### src/rtl/instr_fetch_buffer_if.sv
// Fetch-buffer bus: PC handshake, synchronous memory port and decode-side FIFO port.
interface instr_fetch_buffer_if #(
  parameter int unsigned ADDR_WIDTH = 6,
  parameter int unsigned DATA_WIDTH = 32
);
  logic [ADDR_WIDTH-1:0] PC;
  logic                  PCValid;
  logic                  PCReady;
  logic [ADDR_WIDTH-1:0] MemAddr;
  logic                  MemRead;
  logic [DATA_WIDTH-1:0] MemData;
  logic                  Flush;
  logic [DATA_WIDTH-1:0] Instr;
  logic [ADDR_WIDTH-1:0] InstrPC;
  logic                  InstrValid;
  logic                  InstrReady;
  logic                  AddrErr;

  // Environment side: program counter, instruction memory, decode, redirect.
  modport master (
    output PC, PCValid, MemData, Flush, InstrReady,
    input  PCReady, MemAddr, MemRead, Instr, InstrPC, InstrValid, AddrErr
  );

  // Fetch buffer side.
  modport slave (
    input  PC, PCValid, MemData, Flush, InstrReady,
    output PCReady, MemAddr, MemRead, Instr, InstrPC, InstrValid, AddrErr
  );
endinterface

### src/rtl/instr_fetch_buffer.sv
// Instruction fetch buffer: issues PC reads to a synchronous memory, pairs each
// returned word with its address and queues the pair in a small FIFO for decode.
// An issued read holds a FIFO credit so the queue can never overflow.
module instr_fetch_buffer #(
  parameter int unsigned           ADDR_WIDTH = 6,
  parameter int unsigned           DATA_WIDTH = 32,
  parameter int unsigned           DEPTH      = 4,
  parameter int unsigned           MAX_ADDR   = 61,
  parameter logic [DATA_WIDTH-1:0] NOP_WORD   = '0
) (
  input  logic                  Clk,
  input  logic                  Reset,
  instr_fetch_buffer_if.slave   bus
);

  localparam int unsigned PTR_W = (DEPTH > 1) ? $clog2(DEPTH) : 1;

  logic [PTR_W:0]          count;
  logic [PTR_W-1:0]        rd_ptr;
  logic [PTR_W-1:0]        wr_ptr;
  logic                    inflight;
  logic [ADDR_WIDTH-1:0]   inflight_pc;
  logic                    inflight_err;
  logic                    addr_err;

  logic [DATA_WIDTH-1:0]   data_q [DEPTH];
  logic [ADDR_WIDTH-1:0]   pc_q   [DEPTH];

  logic [PTR_W+1:0]        credit;
  logic                    accept;
  logic                    push;
  logic                    pop;
  logic                    pc_illegal;
  logic                    not_empty;
  logic [DATA_WIDTH-1:0]   push_data;

  // Handshake and credit: readiness depends only on registered occupancy plus Flush.
  always_comb begin
    credit      = {1'b0, count} + {{(PTR_W+1){1'b0}}, inflight};
    bus.PCReady = (credit < (PTR_W+2)'(DEPTH)) && !bus.Flush;
    accept      = bus.PCValid && bus.PCReady;
    bus.MemAddr = bus.PC;
    bus.MemRead = accept;
    pc_illegal  = (bus.PC == '0) || (32'(bus.PC) > MAX_ADDR);
    not_empty   = (count != '0);
    push        = inflight && !bus.Flush;
    pop         = not_empty && bus.InstrReady && !bus.Flush;
    push_data   = inflight_err ? NOP_WORD : bus.MemData;
  end

  // Head-of-queue presentation, forced to zero when empty.
  always_comb begin
    bus.InstrValid = not_empty;
    bus.Instr      = not_empty ? data_q[rd_ptr] : '0;
    bus.InstrPC    = not_empty ? pc_q[rd_ptr]   : '0;
    bus.AddrErr    = addr_err;
  end

  // Control state: pointers, occupancy, in-flight read tracking, sticky error.
  always_ff @(posedge Clk or negedge Reset) begin
    if (!Reset) begin
      count        <= '0;
      rd_ptr       <= '0;
      wr_ptr       <= '0;
      inflight     <= 1'b0;
      inflight_pc  <= '0;
      inflight_err <= 1'b0;
      addr_err     <= 1'b0;
    end else if (bus.Flush) begin
      count    <= '0;
      rd_ptr   <= '0;
      wr_ptr   <= '0;
      inflight <= 1'b0;
    end else begin
      inflight <= accept;
      if (accept) begin
        inflight_pc  <= bus.PC;
        inflight_err <= pc_illegal;
      end
      if (push) begin
        wr_ptr <= wr_ptr + PTR_W'(1);
        if (inflight_err) addr_err <= 1'b1;
      end
      if (pop) rd_ptr <= rd_ptr + PTR_W'(1);
      if (push && !pop)      count <= count + (PTR_W+1)'(1);
      else if (pop && !push) count <= count - (PTR_W+1)'(1);
    end
  end

  // FIFO storage; written only on a non-flushed push, so no reset is needed.
  always_ff @(posedge Clk) begin
    if (push) begin
      data_q[wr_ptr] <= push_data;
      pc_q[wr_ptr]   <= inflight_pc;
    end
  end

  a_no_overflow: assert property (@(posedge Clk) disable iff (!Reset)
    !(push && (count == (PTR_W+1)'(DEPTH))));

endmodule

### src/flat_wrapper.sv
// flat-port wrapper written by rule: the top's interface ports become plain ports
module instr_fetch_buffer_flat 
#(
  parameter int unsigned           ADDR_WIDTH = 6,
  parameter int unsigned           DATA_WIDTH = 32,
  parameter int unsigned           DEPTH      = 4,
  parameter int unsigned           MAX_ADDR   = 61,
  parameter logic [DATA_WIDTH-1:0] NOP_WORD   = '0
)
  (Clk, Reset, bus_PC, bus_PCValid, bus_MemData, bus_Flush, bus_InstrReady, bus_PCReady, bus_MemAddr, bus_MemRead, bus_Instr, bus_InstrPC, bus_InstrValid, bus_AddrErr);
  instr_fetch_buffer_if #(.ADDR_WIDTH(ADDR_WIDTH), .DATA_WIDTH(DATA_WIDTH)) bus_i ();
  input  logic Clk;
  input  logic Reset;
  input wire logic [$bits(bus_i.PC)-1:0] bus_PC;
  input wire logic [$bits(bus_i.PCValid)-1:0] bus_PCValid;
  input wire logic [$bits(bus_i.MemData)-1:0] bus_MemData;
  input wire logic [$bits(bus_i.Flush)-1:0] bus_Flush;
  input wire logic [$bits(bus_i.InstrReady)-1:0] bus_InstrReady;
  output wire logic [$bits(bus_i.PCReady)-1:0] bus_PCReady;
  output wire logic [$bits(bus_i.MemAddr)-1:0] bus_MemAddr;
  output wire logic [$bits(bus_i.MemRead)-1:0] bus_MemRead;
  output wire logic [$bits(bus_i.Instr)-1:0] bus_Instr;
  output wire logic [$bits(bus_i.InstrPC)-1:0] bus_InstrPC;
  output wire logic [$bits(bus_i.InstrValid)-1:0] bus_InstrValid;
  output wire logic [$bits(bus_i.AddrErr)-1:0] bus_AddrErr;
  assign bus_i.PC = bus_PC;
  assign bus_i.PCValid = bus_PCValid;
  assign bus_i.MemData = bus_MemData;
  assign bus_i.Flush = bus_Flush;
  assign bus_i.InstrReady = bus_InstrReady;
  assign bus_PCReady = bus_i.PCReady;
  assign bus_MemAddr = bus_i.MemAddr;
  assign bus_MemRead = bus_i.MemRead;
  assign bus_Instr = bus_i.Instr;
  assign bus_InstrPC = bus_i.InstrPC;
  assign bus_InstrValid = bus_i.InstrValid;
  assign bus_AddrErr = bus_i.AddrErr;
  instr_fetch_buffer #(.ADDR_WIDTH(ADDR_WIDTH), .DATA_WIDTH(DATA_WIDTH), .DEPTH(DEPTH), .MAX_ADDR(MAX_ADDR), .NOP_WORD(NOP_WORD)) u_core (.Clk(Clk), .Reset(Reset), .bus(bus_i));
endmodule
### config.mk
export PLATFORM = sky130hd
export DESIGN_NAME = instr_fetch_buffer_flat
export DESIGN_NICKNAME = d
export VERILOG_FILES = /design/src/rtl/instr_fetch_buffer_if.sv /design/src/rtl/instr_fetch_buffer.sv /design/src/flat_wrapper.sv
export SDC_FILE = /design/constraint.sdc
export NUM_CORES = 1
export LEC_CHECK = 0
export BUFFER_PORTS_ARGS = -buffer_cell sky130_fd_sc_hd__buf_2
export CAP_MARGIN = 0
export CORE_ASPECT_RATIO = 1.75
export CORE_UTILIZATION = 50
export DETAILED_ROUTE_END_ITERATION = 8
export GPL_TIMING_DRIVEN = 0
export PLACE_DENSITY = 0.71
export SLEW_MARGIN = 20
export SYNTH_ARGS = -nofsm -noshare
export SYNTH_HDL_FRONTEND = slang
export SYNTH_SLANG_ARGS = --single-unit
### constraint.sdc
create_clock -name Clk -period 3.6 [get_ports Clk]
set_input_delay 0.18 -clock Clk [delete_from_list [all_inputs] [get_ports Clk]]
set_output_delay 0.18 -clock Clk [all_outputs]
set_load 0.005 [all_outputs]
==> results <==
- The worst endpoint data arrival time is 2.51 ns.
- 0 antenna diodes ended up in the layout.
- Internal power comes to 0.00412 W.
- STA puts the critical path data required time at 3.89 ns.
- The routed wire length per instance is 18.6 um.
- The area overhead of the layout relative to synthesis is 19.5%.
- The most repeated cell in the gate-level netlist after synthesis is sky130_fd_sc_hd__edfxtp_1.
- Entering global routing, the biggest net connects 23 pins.
- The mean area per synthesized cell is 19.3 um^2.
- The worst-case clock buffer depth is 2.
- The number of clock buffers added by TritonCTS is 17.
- The first global-routing pass estimated 19,600 um of wire.
- Of all cell types, the one taking the most synthesized area is sky130_fd_sc_hd__edfxtp_1.
- The final-report max-slew violation count is 0.
- The count of routing violations after the opening detailed-route iteration is 200.
- The die is 90.8 um wide.
- The detailed placer's ending HPWL is 8060 um.
- The critical path contains buffers and inverters numbering 0 combined.
- The critical path goes through o31ai_2 -> and2_1 -> fa_1 -> or4_1 -> o311ai_0.
- The type of the most critical hold path is in2reg.
- The routed design could run at a clock period as short as 2.22 ns.
- Of the total power, the share spent switching nets is 0.280.
- Sorting the synthesized cells by how often they occur yields sky130_fd_sc_hd__edfxtp_1, sky130_fd_sc_hd__and2_1, sky130_fd_sc_hd__mux4_2, sky130_fd_sc_hd__nor2b_1, sky130_fd_sc_hd__dfrtp_1.
- The initial antenna violation count is 0.
- Setup repair after global routing left no endpoint under its margin.
- For this run, the register share of the synthesized area comes to 0.719.
- The share of flip-flops with an asynchronous set or reset is 0.0952.
- The number of synthesized flops with an enable pin is 152.
- The run finished with clean final reports.
- Global routing finished with a remaining overflow of 0.
- The worst ir drop on vdd is 410 uV.
- Counting every net in the synthesized netlist gives 406.
- The via density per instance is 5.34.
- Across every metal layer, demand over resource in global routing totals 0.187.
- The startpoint kind of the worst setup timing path is a flop.
- The worst setup path is captured at a flop.
- The switching power summed over all nets is 0.00160 W.
- The total area inside the core boundary comes to 13,500 um^2.
- In this run, placement finished with an instance count of 625.
- Input and output buffers added on the ports amount to 89.
- Setup violations remaining at the end of the flow were counted as 0.
- Of the total power, the clock network draws 0.297.
- Among all flip-flop cells after synthesis, the most frequent one is sky130_fd_sc_hd__edfxtp_1.
- The area share of the leading cell type in the synthesized netlist is 0.661.
- The worst-case register-to-register setup slack is 1.38 ns.
- TritonCTS built the clock tree.
- After clock tree synthesis, the clock-pin slew on the worst setup and hold paths is 0.06 ns.
- The number of global-route vias before repair was 3,780.
- The sequential share of power is 0.429.
- The count of distinct cell types in the synthesized netlist is 34.
- Across the routed clock network, the largest skew measured is 0.00720 ns.
- The area of the die is 14,300 um^2.
- The share of total power in combinational logic is 0.274.
- The count of nets after finishing is 520.
- The class of the most critical setup path is reg2reg.
- The flop and latch count out of synthesis is 168.
- The initial utilization of the core area, before any placement, comes to 0.513.
- At the pin with the least slew margin, the transition time is 0.682 ns.
- The number of instances resized during post-cts repair is 0.
- The cell leakage power is 3.00 nW.
- The worst setup slack after placement is 1.39 ns.
- The final setup slack of the worst path is 1.38 ns.
- The H-tree was split into 4 levels.
- The count of final hold-check violations came to 0.
- For this run, the top clock speed supported by timing is 450 MHz.
- The number of nets with antenna violations after detailed routing is 0.
- Dividing total power by cell area gives a power density of 693 nW/um^2.
- Counting every instance in the synthesized netlist gives 358.
- The congestion estimate from routability-driven global placement came to 0.760.
- In this run the core area contains 56 standard-cell rows.
- Along the worst path, the maximum fanout reaches 6.
- The buffer cell driving the clock tree root is sky130_fd_sc_hd__clkbuf_16.
- Measured against its own limit, the worst slew margin works out to 0.545.
- The post-synthesis cell area is 6910 um^2.
- For this run, the number of Yosys warnings is 0.
- The number of hold buffers added after CTS is 2.
- The largest individual stage delay along the critical path comes from the cell sky130_fd_sc_hd__dfrtp_1.
- Yosys attributes the largest share of cell area to sky130_fd_sc_hd__edfxtp_1, sky130_fd_sc_hd__mux4_2, sky130_fd_sc_hd__dfrtp_1.
- After detailed routing, the number of remaining DRC violations is 0.
- The clock network latency to the later pin of the worst-skew pair is 0.41 ns.
- The part of the cycle the worst path needs is 0.617.
- The sum of negative setup slack is 0 ns.
- Of the cells placed in the final design, the portion with a size suffix greater than 1 is 0.400.
- The post-detailed-routing wire length is 12,200 um.
- In this run the post-CTS setup repair buffer count came out at 0.
- The critical path's largest stage delay is 0.49 ns.
- After the flow finishes, the layout carries non-filler instances totaling 659.
- The number of max-cap violations is 0.
- In this run the vertical extent of the chip is 157 um.
- The number of sinks on the clock net is 168.
- The number of detailed-routing iterations run before antenna repair is 4.
- The cell family with the largest share of critical-path delay is simple AND/OR/NAND/NOR gates.
- The count of pins on the block boundary is 91.
- The via count is 3,517.
layer usage:
metal	vias up	part of all wire	global-route usage	wire (um)
met5	-	0	0	0
met4	0	0.016	0.0877	200
met3	10	0.042	0.0396	513
met2	106	0.56	0.328	6810
met1	1795	0.39	0.218	4720
li1	1606	-	-	-
path summary, 6_finish.rpt:
kind                               startpoint                     to  depth (start not counted)
setup / recovery              u_core.count[0]        u_core.count[1]                          5
hold / removal                      bus_PC[0]  u_core.inflight_pc[0]                          2
setup reg to reg              u_core.count[0]        u_core.count[1]                          5
hold reg to reg            u_core.bus.AddrErr     u_core.bus.AddrErr                          1
max in group asynchronous               Reset       u_core.rd_ptr[1]                          2
min in group asynchronous               Reset  u_core.inflight_pc[0]                          2
metrics by stage:
stage	power (W)	instance area (um^2)	util	hold slack (ns)
4_1_cts	0.00580	8250	0.613	0.0215
3_3_place_gp	0.00404	7570	0.563	0.111
2_1_floorplan	0.00351	6910	-	-0.116
6_report	0.00572	8250	0.613	0.0368
3_5_place_dp	0.00411	7670	0.570	0.126
5_1_grt	0.00600	8250	0.613	0.0182
power groups by stage:
stage	combinational (W)	clock [W]	sequential, W
after detailed placement	0.00161	0	0.00250
after floorplan	0.00104	0	0.00246
after global placement	0.00155	0	0.00249
after global routing	0.00173	0.00181	0.00247
final	0.00157	0.00170	0.00246
after CTS	0.00161	0.00173	0.00246
final cells by class:
class | count | area, um^2
Fill cell | 1005 | 5200
Sequential cell | 168 | 4960
Inverter | 7 | 26.3
Multi-Input combinational cell | 159 | 1760
Clock inverter | 15 | 138
Timing Repair Buffer | 95 | 561
Clock buffer | 17 | 425
Buffer | 24 | 159
Tap cell | 174 | 218
flip-flops by register name (all words and copies together) (netlist names), 2 cells and up:
name                count
u_core.count            3
u_core.data_q         128
u_core.inflight_pc      6
u_core.pc_q            24
u_core.rd_ptr           2
u_core.wr_ptr           2
cells by family after synthesis:
logic type / synth area share
XOR/XNOR: 0.00634
buffers and inverters: 0.0268
adder cells (fa/ha/maj): 0.0101
AO/OA/AOI/OAI: 0.0163
multiplexers: 0.138
flip-flops: 0.719
AND/OR/NAND/NOR: 0.0832
placed cells by master, fill, tap and decap left out, types with 2 or more instances in the layout:
master,instances
sky130_fd_sc_hd__xnor2_1,2
sky130_fd_sc_hd__dfrtp_1,16
sky130_fd_sc_hd__and2_1,39
sky130_fd_sc_hd__ha_1,4
sky130_fd_sc_hd__o311ai_0,2
sky130_fd_sc_hd__nor2_1,6
sky130_fd_sc_hd__edfxtp_1,152
sky130_fd_sc_hd__nor2b_1,32
sky130_fd_sc_hd__clkbuf_1,8
sky130_fd_sc_hd__buf_4,7
sky130_fd_sc_hd__mux2_4,6
sky130_fd_sc_hd__clkinvlp_4,3
sky130_fd_sc_hd__buf_2,93
sky130_fd_sc_hd__a21o_1,2
sky130_fd_sc_hd__buf_6,5
sky130_fd_sc_hd__mux4_2,38
sky130_fd_sc_hd__nand3b_1,2
sky130_fd_sc_hd__xor2_1,3
sky130_fd_sc_hd__inv_6,7
sky130_fd_sc_hd__clkbuf_16,17
sky130_fd_sc_hd__buf_12,2
sky130_fd_sc_hd__and2_2,4
sky130_fd_sc_hd__a21oi_1,4
sky130_fd_sc_hd__dlygate4sd3_1,2
sky130_fd_sc_hd__inv_1,7
sky130_fd_sc_hd__buf_16,2
sky130_fd_sc_hd__clkinv_2,3
No activity file was read; power rests on OpenSTA's default activity.
